--- src/rtl/notes_pkg.sv ---
// Shared note codes, melody ROM and sequencer state type.
// Imported by the lookup, the tone generator and the sequencer.
package notes_pkg;

    localparam int CLK_HZ = 50_000_000;

    localparam logic [3:0] NONE = 4'b0000;
    localparam logic [3:0] DO1  = 4'b0001;
    localparam logic [3:0] RE   = 4'b0011;
    localparam logic [3:0] MI   = 4'b0101;
    localparam logic [3:0] FA   = 4'b1001;
    localparam logic [3:0] SOL  = 4'b0111;
    localparam logic [3:0] LA   = 4'b1011;
    localparam logic [3:0] SI   = 4'b1101;
    localparam logic [3:0] DO2  = 4'b1111;

    typedef enum logic [1:0] {
        IDLE,
        PLAY,
        GAP,
        DONE
    } state_t;

    function automatic logic [3:0] rom(input logic [2:0] idx);
        logic [3:0] code;
        case (idx)
            3'd0:    code = DO1;
            3'd1:    code = RE;
            3'd2:    code = MI;
            3'd3:    code = FA;
            3'd4:    code = SOL;
            3'd5:    code = LA;
            3'd6:    code = SI;
            default: code = DO2;
        endcase
        return code;
    endfunction

endpackage

--- src/rtl/tone_gen.sv ---
// Square-wave generator toggling every div_q/2 cycles.
// Ports: clk, reset_n, div_q in (32), audio_out out.
module tone_gen (
    input  logic        clk,
    input  logic        reset_n,
    input  logic [31:0] div_q,
    output logic        audio_out
);

    logic [30:0] half;
    logic [30:0] cnt;
    logic [31:0] div_prev;

    assign half = div_q[31:1];

    always_ff @(posedge clk or negedge reset_n) begin
        if (!reset_n) begin
            cnt       <= '0;
            audio_out <= 1'b0;
            div_prev  <= '0;
        end else begin
            div_prev <= div_q;
            // half==0 also covers div_q==0 and div_q==1
            if (half == 31'd0) begin
                cnt       <= '0;
                audio_out <= 1'b0;
            end else if (div_q != div_prev) begin
                // new pitch: restart phase from low
                cnt       <= '0;
                audio_out <= 1'b0;
            end else if (cnt == half - 31'd1) begin
                cnt       <= '0;
                audio_out <= ~audio_out;
            end else begin
                cnt <= cnt + 31'd1;
            end
        end
    end

endmodule

--- src/rtl/note_sequencer.sv ---
// Manual/auto note sequencer driving the divisor lookup and tone output.
// Ports: clk, reset_n, mode, sw, start, stop, divisor in; note_code, audio_out, busy, done, step out.
module note_sequencer
    import notes_pkg::*;
#(
    parameter int NOTE_TICKS = 12_500_000,
    parameter int GAP_TICKS  = 500_000,
    parameter int SEQ_LEN    = 8
) (
    input  logic        clk,
    input  logic        reset_n,
    input  logic        mode,
    input  logic [3:0]  sw,
    input  logic        start,
    input  logic        stop,
    output logic [3:0]  note_code,
    input  logic [31:0] divisor,
    output logic        audio_out,
    output logic        busy,
    output logic        done,
    output logic [2:0]  step
);

    localparam logic [23:0] NOTE_LAST = 24'(NOTE_TICKS - 1);
    localparam logic [23:0] GAP_LAST  = 24'(GAP_TICKS - 1);
    localparam logic [2:0]  STEP_LAST = 3'(SEQ_LEN - 1);

    state_t      state, nxt;
    logic [23:0] tick, tick_n;
    logic [2:0]  step_n;
    logic [3:0]  note_n;
    logic [31:0] div_q;

    always_ff @(posedge clk or negedge reset_n) begin
        if (!reset_n) begin
            state     <= IDLE;
            tick      <= '0;
            step      <= '0;
            note_code <= NONE;
            busy      <= 1'b0;
            done      <= 1'b0;
            div_q     <= '0;
        end else begin
            state     <= nxt;
            tick      <= tick_n;
            step      <= step_n;
            note_code <= note_n;
            busy      <= (nxt == PLAY) || (nxt == GAP);
            done      <= (nxt == DONE);
            div_q     <= divisor;
        end
    end

    always_comb begin
        nxt    = state;
        tick_n = tick;
        step_n = step;
        note_n = note_code;
        unique case (state)
            IDLE: begin
                note_n = mode ? NONE : sw;
                if (start && mode && !stop) begin
                    nxt    = PLAY;
                    step_n = 3'd0;
                    note_n = rom(3'd0);
                    tick_n = '0;
                end
            end
            PLAY: begin
                if (stop) begin
                    nxt    = IDLE;
                    note_n = NONE;
                    step_n = 3'd0;
                    tick_n = '0;
                end else if (tick == NOTE_LAST) begin
                    nxt    = GAP;
                    note_n = NONE;
                    tick_n = '0;
                end else begin
                    tick_n = tick + 24'd1;
                end
            end
            GAP: begin
                if (stop) begin
                    nxt    = IDLE;
                    note_n = NONE;
                    step_n = 3'd0;
                    tick_n = '0;
                end else if (tick == GAP_LAST) begin
                    tick_n = '0;
                    if (step == STEP_LAST) begin
                        nxt = DONE;
                    end else begin
                        nxt    = PLAY;
                        step_n = step + 3'd1;
                        note_n = rom(step + 3'd1);
                    end
                end else begin
                    tick_n = tick + 24'd1;
                end
            end
            DONE: begin
                nxt    = IDLE;
                step_n = 3'd0;
                note_n = NONE;
                tick_n = '0;
            end
            default: nxt = IDLE;
        endcase
    end

    tone_gen u_tone (
        .clk       (clk),
        .reset_n   (reset_n),
        .div_q     (div_q),
        .audio_out (audio_out)
    );

endmodule

--- config.mk ---
export PLATFORM = sky130hd
export DESIGN_NAME = note_sequencer
export DESIGN_NICKNAME = d
export VERILOG_FILES = /design/src/rtl/notes_pkg.sv /design/src/rtl/tone_gen.sv /design/src/rtl/note_sequencer.sv
export SDC_FILE = /design/constraint.sdc
export NUM_CORES = 1
export LEC_CHECK = 0
export CAP_MARGIN = 5
export CORE_ASPECT_RATIO = 0.9
export CORE_MARGIN = 5
export CORE_UTILIZATION = 55
export CTS_CLUSTER_DIAMETER = 80
export DETAILED_ROUTE_END_ITERATION = 10
export MAX_ROUTING_LAYER = met4
export PLACE_DENSITY = 0.82
export RECOVER_POWER = 25
export SYNTH_ARGS = -nofsm -noshare
export SYNTH_HDL_FRONTEND = slang
export SYNTH_SLANG_ARGS = --single-unit
export TNS_END_PERCENT = 100
--- constraint.sdc ---
create_clock -name clk -period 3.3 [get_ports clk]
set_input_delay 0.33 -clock clk [delete_from_list [all_inputs] [get_ports clk]]
set_output_delay 0.33 -clock clk [all_outputs]
set_load 0.005 [all_outputs]
==> results_dict.tcl <==
set metrics [dict create \
    fin_crit_ps 3100 \
    synth-seq-cells 131 \
    die_height_um 115 \
    cts_buffers 17 \
    clk_pin_slew_ps 60 \
    yosysMostFrequentCell "dfrtp_1" \
    path_cells "or4_1 > or4_4 > or2_0 > or4b_1 > a21oi_1 > nand4_1 > nand2_2 > buf_12 > nor2_1" \
    violations "capacitance limit, slew limit" \
    grt_pass1_vias 5563 \
    wl_um 17100 \
    crit_path_end_kind "flip-flop" \
    grt_max_degree 96 \
    vias 5461 \
    finalMaxSlewViolations 37 \
    grt_overflow 0 \
    holdPathStages 0 \
    pin_count 51 \
    grt_setup_unrepaired "no" \
    clock_skew_ps 8.29 \
    synthTopCellsByArea "dfrtp_1, xor2_1, xnor2_1" \
    worst_slew_pin_slew_ps 2160 \
    final_cells 896 \
    portBuffers 50 \
    fin_tns_setup_ps 0 \
    area_growth_pct 19.8 \
    synthCells 666 \
    synthesis.nets 717 \
    fmax_mhz 323 \
    drtIter0Drc 455 \
    initial_core_util_pct 55.8 \
    critical_path_class "reg -> reg" \
    wl_per_cell_um 19.1 \
    cts-root-buf "clkbuf_16" \
    hpwlAfterDp_um 11900 \
    async_flop_share_pct 100 \
    synth.avg_cell_area_um2 10.0 \
    r2r_cells 9 \
    worst-path-max-fanout 30 \
    maxSlewHeadroom_pct -43.7 \
    hold_viol 0 \
    crit_arrival_ps 3400 \
    fin_nets 775 \
    dr.pass1.iters 5 \
    fill_cells 902 \
    synth_cell_types 60 \
    die_w_um 126 \
    cp-start-kind "flip-flop" \
    postCtsSetupRepairBufs 0 \
    ys_warn_count 0 \
    drtAntennaViolNets 0 \
    period_share_pct 93.8 \
    clock_latency_ps 420 \
    n_antenna_cell 0 \
    ys_seq_area_share_pct 49.0 \
    numClockSinks 131 \
    timing.hold.worst.class "reg -> reg" \
    post-route-util_pct 66.9 \
    drive_above_1_share_pct 8.29 \
    die-area_um2 14500 \
    place_congestion 0.909 \
    core_um2 12000 \
    synthFlopType "dfrtp_1" \
    status "finished with violations" \
    slowest_delay_ps 610 \
    cts_tree "yes" \
    cts_buffer_depth 2 \
    netlist.area_leader.share_pct 49.0 \
    crit_path_top_delay_cell "or4_1" \
    required_ps 3600 \
    ir_drop_v 0.000504 \
    drv_cap 1 \
    htreeDepth 4 \
    setup_viol 0 \
    antenna_found_initial 0 \
    synth_area_um2 6690 \
    via_per_inst 6.09 \
    synth_area_leader_cell "dfrtp_1" \
    synth_commonest_cells "dfrtp_1, nor2_1, xor2_1, nand2_1, xnor2_1" \
    rows 38 \
    drc 0 \
    power_density_nw_per_um2 554 \
    groute.usage.overall_pct 25.4 \
    p_leak_nw 3.22 \
    synth-edff-count 0 \
    grt_pass1_wl_um 28200 \
    dpl.cell_count 863 \
]
cell families after synthesis:
group | count (synthesis) | synth area share (%)
multiplexers | 1 | 0.168
buffers and inverters | 43 | 3.14
AND/OR/NAND/NOR | 286 | 23.1
AO/OA/AOI/OAI | 92 | 9.22
flip-flops | 131 | 49.0
XOR/XNOR | 103 | 13.5
adder cells (fa/ha/maj) | 10 | 1.87
critical path: cells and delay by family, from the launching register on:
kind | cells | cell delay (ps)
AOI/OAI and AO/OA | 1 | 170
buffers and inverters | 1 | 180
DFF | 1 | 450
and+or+nand+nor | 7 | 2150
metal layers:
metal	global-route usage, %	vias up	part of all wire [%]	wire length [µm]
li1	-	2470	-	-
met1	31.7	2722	43	7320
met2	40.5	221	48	8280
met3	5.83	48	5.7	974
met4	10.3	0	3.1	537
met5	-	-	0	0
report_power, final:
group          total (mW)  internal, mW  switching, mW
combinational       0.680         0.266          0.414
sequential           1.80          1.70         0.0936
clock                1.96          1.25          0.710
sequential cells by signal, summed over array words and instances, names as in the netlist:
name / cells
u_tone.div_prev: 32
u_tone.audio_out: 1
done: 1
state: 2
step: 3
div_q: 32
note_code: 4
u_tone.cnt: 31
busy: 1
tick: 24
area by class of cell:
type	instances	area [µm²]	share of cell area [%]
Clock buffer	21	470	5.87
Timing Repair Buffer	69	638	7.96
Sequential cell	131	3280	40.9
Multi-Input combinational cell	493	3240	40.4
Tap cell	160	200	2.50
Inverter	12	45.0	0.562
Clock inverter	10	146	1.83
layout by cell type (no fill, tap or decap), drive strengths merged, types with 4 or more instances in the layout:
cell type and instances:
ha 10, xor2 62, or3 13, o21ai 35
buf 11, nand3 21, and4 7, and3 10
and2 7, xnor2 41, nand2b 10, nor2 69
inv 15, or2 5, clkbuf 29, dlygate4sd3 33
o22ai 5, nand2 47, a2111oi 4, dfrtp 131
or4 11, a21oi 11, nor4 21, o31ai 5
nor3 19, clkdlybuf4s50 17, nor2b 10, nand4 21
or4b 4, a31oi 6
path summary, 6_finish.rpt:
path | start | to | slack [ps]
max in group asynchronous | reset_n | div_q[2] | 820
max | div_q[24] | u_tone.cnt[2] | 200
max reg2reg | div_q[24] | u_tone.cnt[2] | 200
min in group asynchronous | reset_n | u_tone.div_prev[2] | 1100
min reg2reg | div_q[0] | u_tone.div_prev[0] | 400
min | div_q[0] | u_tone.div_prev[0] | 400
timing repair:
action	4_1_cts	5_1_grt
endpoints found under the setup margin	0	30
hold endpoints to repair	36	0
gates resized for setup	0	6
hold buffers	1	0
metrics by stage:
stage	hold WS (ps)	power, mW	setup slack [ps]	cell area, µm²
2_1_floorplan	34.4	2.19	251	6690
4_1_cts	334	4.46	191	8010
3_3_place_gp	324	2.46	296	7380
6_report	402	4.44	203	8020
5_1_grt	424	4.61	18.7	8020
3_5_place_dp	343	2.49	210	7380
(Power assumes the default switching activity.)
